===== src/rtl/uart_tx_mmio.sv =====
// Memory-mapped 8N1 UART transmitter: one-byte holding register in front of a shift-register FSM.
// Latency: a data write in cycle n drives the tx start bit from the edge ending cycle n+2.
// Backpressure: none; writes while the holding register is full are dropped and set a sticky overrun flag.
module uart_tx_mmio #(
    parameter int          CLK_HZ = 100000000,
    parameter int          BAUD   = 115200,
    parameter logic [15:0] TX_A   = 16'd8194
) (
    input  logic        clk,
    input  logic        rstn,
    input  logic        writeM,
    input  logic [15:0] addressW,
    input  logic [15:0] inM,
    input  logic [15:0] addressR,
    output logic [15:0] rdata,
    output logic        tx
);

    localparam int DIV = CLK_HZ / BAUD;
    localparam int CW  = (DIV > 1) ? $clog2(DIV) : 1;
    localparam logic [CW-1:0] LAST = CW'(DIV - 1);

    typedef enum logic [1:0] {
        IDLE  = 2'd0,
        START = 2'd1,
        DATA  = 2'd2,
        STOP  = 2'd3
    } state_t;

    state_t        state;
    logic [CW-1:0] baud_cnt;
    logic [2:0]    bit_idx;
    logic [7:0]    shreg;
    logic [7:0]    hold;
    logic          full;
    logic          overrun;
    logic          wr_sel;
    logic          bit_end;

    assign wr_sel  = writeM && (addressW == TX_A);
    assign bit_end = (baud_cnt == LAST);

    // Status word: full in bit 15 so a busy transmitter reads as negative.
    assign rdata = (addressR == TX_A) ? {full, overrun, 14'b0} : 16'h0000;

    always_ff @(posedge clk or negedge rstn) begin
        if (!rstn) begin
            state    <= IDLE;
            baud_cnt <= '0;
            bit_idx  <= 3'd0;
            shreg    <= 8'h00;
            hold     <= 8'h00;
            full     <= 1'b0;
            overrun  <= 1'b0;
            tx       <= 1'b1;
        end else begin
            // full is the pre-edge value here, so a write racing a transfer is dropped.
            if (wr_sel) begin
                if (inM[15]) begin
                    overrun <= 1'b0;
                end else if (full) begin
                    overrun <= 1'b1;
                end else begin
                    hold <= inM[7:0];
                    full <= 1'b1;
                end
            end

            // tx reflects the state of the cycle just ending, one cycle behind state.
            case (state)
                IDLE: begin
                    tx <= 1'b1;
                    if (full) begin
                        shreg    <= hold;
                        full     <= 1'b0;
                        state    <= START;
                        baud_cnt <= '0;
                        bit_idx  <= 3'd0;
                    end
                end
                START: begin
                    tx <= 1'b0;
                    if (bit_end) begin
                        baud_cnt <= '0;
                        bit_idx  <= 3'd0;
                        state    <= DATA;
                    end else begin
                        baud_cnt <= baud_cnt + 1'b1;
                    end
                end
                DATA: begin
                    tx <= shreg[bit_idx];
                    if (bit_end) begin
                        baud_cnt <= '0;
                        if (bit_idx == 3'd7) begin
                            state <= STOP;
                        end else begin
                            bit_idx <= bit_idx + 3'd1;
                        end
                    end else begin
                        baud_cnt <= baud_cnt + 1'b1;
                    end
                end
                STOP: begin
                    tx <= 1'b1;
                    if (bit_end) begin
                        baud_cnt <= '0;
                        state    <= IDLE;
                    end else begin
                        baud_cnt <= baud_cnt + 1'b1;
                    end
                end
                default: begin
                    tx       <= 1'b1;
                    baud_cnt <= '0;
                    state    <= IDLE;
                end
            endcase
        end
    end

endmodule

===== config.mk =====
export PLATFORM = sky130hd
export DESIGN_NAME = uart_tx_mmio
export DESIGN_NICKNAME = d
export VERILOG_FILES = /design/src/rtl/uart_tx_mmio.sv
export SDC_FILE = /design/constraint.sdc
export NUM_CORES = 1
export LEC_CHECK = 0
export CAP_MARGIN = 25
export CORE_MARGIN = 2
export CORE_UTILIZATION = 40
export CTS_BUF_LIST = sky130_fd_sc_hd__clkbuf_8
export CTS_CLUSTER_SIZE = 24
export DETAILED_ROUTE_END_ITERATION = 10
export MAX_ROUTING_LAYER = met4
export PLACE_DENSITY = 0.7
export SKIP_CTS_REPAIR_TIMING = 1
export SYNTH_ARGS = -nofsm -noshare
export SYNTH_HDL_FRONTEND = slang
export SYNTH_SLANG_ARGS = --single-unit

===== constraint.sdc =====
create_clock -name clk -period 2.6 [get_ports clk]
set_clock_uncertainty 0.2 [all_clocks]
set_input_delay 0.52 -clock clk [delete_from_list [all_inputs] [get_ports clk]]
set_output_delay 0.52 -clock clk [all_outputs]
set_load 0.05 [all_outputs]

==> flow_summary_export.csv, run 1 <==
group,metric,value,unit
outcome,status,"complete, no violations",
yosys,synthTopCellsByCount,"dfrtp_1, mux2_2, nand2_1",
yosys,synth-edff-count,0,
timing,setup_violations,0,
cells_and_area,final_nets,282,
cells_and_area,multiInputGateArea,923,um^2
critical_path,slowest_stage,"clkdlybuf4s50_1",
timing,worstMarginPinSlew,0.518,ns
grt,grt_antenna_before_repair,0,
route,ant_nets,0,
cells_and_area,fin_util,56.0,%
route,route.detailed.drc,0,
floorplan,die_w,72.2,um
critical_path,cp-start-kind,"input pin",
critical_path,cpPeakStageDelay,0.40,ns
clock_tree,root_buffer,"clkbuf_8",
floorplan,die_area,5210,um^2
timing,post-route-period-util,95.5,%
route,drtIter0Drc,44,
cells_and_area,area_delta_synth_final,33.1,%
grt,grt_overflow,0,
pwr,cellPowerDensity,428,nW/um^2
route,via_per_inst,5.08,
critical_path,r2r_slack,0.32,ns
run,cap_violations,0,
clock_tree,cts_buffers,5,
critical_path,path_max_fanout,2,
grt,grt_pass1_vias,1345,
timing,finalCriticalPeriod,2.48,ns
yosys,synthArstFlopShare,100,%
yosys,yosysTopAreaCell,"dfrtp_1",
floorplan,start_util,42.1,%
clock_tree,cts.clk_slew.worst_paths,0.07,ns
yosys,syn_area,1860,um^2
cells_and_area,drive_gt1_share,18.8,%
pwr,power.total,1.06,mW
yosys,synth_cell_type_count,39,
critical_path,worstPathRequired,1.88,ns
clock_tree,cts_max_path_buffers,2,
cells_and_area,num_antenna_cells,0,
place,gp_congestion,0.777,
route,num_vias,1403,
yosys,synthTopCellsByArea,"dfrtp_1, mux2_2, buf_4",
grt,grt_max_degree,35,
timing,drv_slew,0,
place,dp_hpwl,2700,um
timing,fin_hold_ws,0.302,ns
yosys,yosysSeqAreaShare,45.9,%
timing,relSlewSlack,65.3,%
cells_and_area,fill_cells,389,
critical_path,endpoint_kind,"primary output",
floorplan,die_y,72.2,um
clock_tree,cts_max_level,2,
route,drt_wl_total,3560,um
timing,finalHoldViolCount,0,
route,firstDrtPassIters,4,
yosys,synth-seq-cells,34,
place,placed_cell_area,2370,um^2
yosys,synth_ff_type,"dfrtp_1",
critical_path,crit_arrival,1.76,ns
pwr,irDropWorstVdd,341,uV
timing,fin_ws,0.118,ns
place,pre_cts_slack,0.0232,ns
yosys,yosys.cell_count.top_type,"dfrtp_1",
pwr,p_leak,1.08,nW
critical_path,worstPathCellList,"clkdlybuf4s50_1 -> nor4b_1 -> nand4_1 -> nor2_2 -> buf_12",
min_path,hold_class,"flip-flop to flip-flop",
cells_and_area,seq_area,852,um^2
yosys,syn_inst,168,
cells_and_area,finalInstanceArea,2470,um^2
place,io_buffers,46,
yosys,synth_top_area_share,44.4,%
timing,timing.fmax,0.403,GHz
critical_path,critical_path_class,"input pin to primary output",
clock_tree,clk_latency,0.29,ns
grt,grtUsageTotal,15.2,%
clock_tree,tritoncts,"yes",
floorplan,core,4410,um^2
yosys,syn_area_per_cell,11.1,um^2
yosys,yosys_warnings,0,
floorplan,rows,24,
route,routedWlPerCell,12.9,um
grt,grt_pass1_wl,5820,um
clock_tree,cts.sinks,34,
floorplan,boundaryPins,68,
where the power goes:
part           switching [mW]  total [mW]  internal [mW]
clock                   0.192       0.405          0.213
combinational          0.0645       0.124         0.0598
sequential          0.0000195       0.529          0.529
total                   0.257        1.06          0.801
state kept, by name (all words and copies together), names as in the netlist:
register and cells:
tx 1, full 1, baud_cnt 10, overrun 1, hold 8, state 2, bit_idx 3, shreg 8
worst max-delay path, delay by kind of cell:
family                 cells  cell delay, ns
and+or+nand+nor            3            0.70
buffers and inverters      2            0.55
stage by stage:
| stage | std cells | setup TNS [ns] |
|---|---|---|
| final | 276 | 0 |
| after detailed placement | 268 | 0 |
| after global routing | 276 | -0.00894 |
| after CTS | 276 | 0 |
| after floorplan | 181 | 0 |
| after global placement | 268 | 0 |
routing by layer:
metal / GRT usage [%] / vias to the layer above / part of all wire (%) / wire, um
met5: - / - / 0 / 0
met4: 7.76 / 0 / 2.6 / 91
met3: 6.39 / 7 / 13 / 454
met2: 24.0 / 68 / 45 / 1590
met1: 16.3 / 646 / 40 / 1420
li1: - / 682 / - / -
final timing paths:
kind                                   from          end  cells past startpoint
worst max-delay path            addressR[3]    rdata[15]                      5
worst min-delay path                hold[7]     shreg[7]                      1
worst max register to register     state[0]  baud_cnt[9]                      6
worst min register to register      hold[7]     shreg[7]                      1
max in group asynchronous              rstn           tx                      2
min in group asynchronous              rstn      hold[2]                      2
layout by cell type, fill, tap and decap left out, types with 4 or more instances in the layout:
master,count
ha_1,8
mux2_2,19
clkbuf_8,6
clkdlybuf4s50_1,44
buf_4,4
nand4_1,5
xor2_1,4
dfrtp_1,33
nor3_1,5
conb_1,14
nor2_1,10
inv_1,7
nand2_1,15
cell type report:
class,instances,share of cell area [%]
multi-input combinational,125,37.3
clock buffer,6,3.34
timing repair buffer,50,20.6
inverter,7,1.06
sequential,34,34.5
clock inverter,2,0.506
tap,52,2.63
logic make-up (layout without fill, tap and decap cells):
group	count (synthesis)	in the layout	synth area share, %
mux	23	23	14.3
simple gates	60	60	18.4
buf+inv	22	65	7.68
compound gates	15	15	5.79
flops	34	34	45.9
other cells	1	14	0.202
fa+ha+maj	8	8	5.39
xor+xnor	5	5	2.36
Note: power is estimated with default switching activity, not from simulation.
==> inputs of run 2 (changes only) <==
Settings changed: SLEW_MARGIN from default to 40.
==> results of run 2 <==
No change in the layout: final DEF, timing and power equal those of run 1.
==> inputs of run 3 (changes only) <==
Settings changed: CORE_ASPECT_RATIO from default to 1.5.
==> flow_summary_export.csv, run 3 (synthesis results as in run 1) <==
group,metric,value,unit
place,dp_hpwl,2810,um
cells_and_area,mostFrequentLayoutCell,"clkdlybuf4s50_1",
critical_path,crit_arrival,1.77,ns
place,io_buffers,46,
clock_tree,cts_buffers,5,
route,route.detailed.drc,0,
cells_and_area,fill_cells,403,
floorplan,core,4500,um^2
min_path,hold_class,"flip-flop to flip-flop",
cells_and_area,area_delta_synth_final,33.7,%
clock_tree,root_buffer,"clkbuf_8",
grt,grt_antenna_before_repair,0,
critical_path,worstPathRequired,1.88,ns
run,cap_violations,0,
route,drt_wl_total,3610,um
grt,grt_pass1_wl,5870,um
floorplan,boundaryPins,68,
cells_and_area,regMostFlops,"baud_cnt",
cells_and_area,largest_reg_flops,10,
critical_path,critPathLaunch,"addressR[3]",
route,num_vias,1407,
pwr,p_leak,1.10,nW
clock_tree,cts.clk_slew.worst_paths,0.06,ns
route,ant_nets,0,
critical_path,timing.rr.start,"state[0]",
timing,finalHoldViolCount,0,
grt,grt_overflow,0,
cells_and_area,num_antenna_cells,0,
cells_and_area,fin_util,55.1,%
clock_tree,cts.sinks,34,
critical_path,path_max_fanout,2,
floorplan,die_y,87.5,um
cells_and_area,final_nets,283,
outcome,status,"complete, no violations",
floorplan,rows,30,
place,dp_cells,265,
clock_tree,cts_max_level,2,
route,via_per_inst,5.15,
timing,timing.fmax,0.402,GHz
floorplan,die_area,5220,um^2
timing,setup_violations,0,
route,drtIter0Drc,28,
pwr,cellPowerDensity,424,nW/um^2
grt,grt_pass1_vias,1383,
clock_tree,clk_latency,0.29,ns
timing,drv_slew,0,
cells_and_area,final_cells,273,
clock_tree,tritoncts,"yes",
critical_path,critical_path_class,"input pin to primary output",
critical_path,r2r_slack,0.39,ns
route,routedWlPerCell,13.2,um
timing,finalCriticalPeriod,2.49,ns
cells_and_area,drive_gt1_share,19.6,%
min_path,holdCritStartpoint,"hold[6]",
place,gp_congestion,0.779,
floorplan,start_util,41.3,%
cells_and_area,reg.largest.list,"baud_cnt (10), hold (8), shreg (8)",
timing,post-route-period-util,95.6,%
route,firstDrtPassIters,4,
pwr,irDropWorstVdd,436,uV
grt,grt_max_degree,35,
critical_path,cp-start-kind,"input pin",
floorplan,die_w,59.7,um
cells_and_area,final_cell_mix,"clkdlybuf4s50_1, dfrtp_1, mux2_2, nand2_1, conb_1",
grt,grtUsageTotal,15.4,%
critical_path,endpoint_kind,"primary output",
clock_tree,cts_max_path_buffers,2,
## run 3: report_power, final
| group | switching, mW | leakage (nW) | total, mW | internal (mW) |
|---|---|---|---|---|
| clock network | 0.189 | 0.0524 | 0.398 | 0.210 |
| logic | 0.0658 | 0.588 | 0.126 | 0.0604 |
| registers | 0.0000188 | 0.457 | 0.529 | 0.529 |
| total | 0.255 | 1.10 | 1.05 | 0.799 |
## run 3: area by class of cell
type | count | area [um^2] | share of cell area (%)
Inverter | 7 | 26.3 | 1.06
Multi-Input combinational cell | 125 | 936 | 37.7
Clock buffer | 6 | 82.6 | 3.32
Timing Repair Buffer | 51 | 518 | 20.9
Clock inverter | 2 | 8.76 | 0.353
Tap cell | 48 | 60.1 | 2.42
Sequential cell | 34 | 852 | 34.3
## run 3: metal layers
layer / up-vias / routed length (um) / global-route usage (%)
li1: 681 / - / -
met1: 692 / 1290 / 15.5
met2: 25 / 2110 / 26.9
met3: 9 / 131 / 5.20
met4: 0 / 73 / 5.25
met5: - / 0 / -
## run 3: critical path, stage by stage
cell and delay (ns):
clkdlybuf4s50_1 0.42, nor4b_2 0.29, nand4_1 0.18, nor2_2 0.20, buf_12 0.15
## run 3: through the flow
| step | area, um^2 | power [mW] | hold WS [ns] | setup TNS (ns) | worst slack, ns |
|---|---|---|---|---|---|
| floorplan | 1910 | 0.603 | 0.0244 | 0 | 0.285 |
| global placement | 2370 | 0.662 | 0.285 | 0 | 0.0410 |
| detailed placement | 2370 | 0.664 | 0.292 | 0 | 0.0390 |
| CTS | 2460 | 1.06 | 0.307 | 0 | 0.0693 |
| global route | 2480 | 1.09 | 0.318 | -0.00256 | -0.00256 |
| finish | 2480 | 1.05 | 0.301 | 0 | 0.113 |
## run 3: final timing paths
kind                                     to  depth (start not counted)
worst max register to register  baud_cnt[9]                          6
worst min-delay path                hold[6]                          1
worst min register to register      hold[6]                          1
max in group asynchronous                tx                          2
worst max-delay path              rdata[14]                          5
min in group asynchronous       baud_cnt[4]                          2
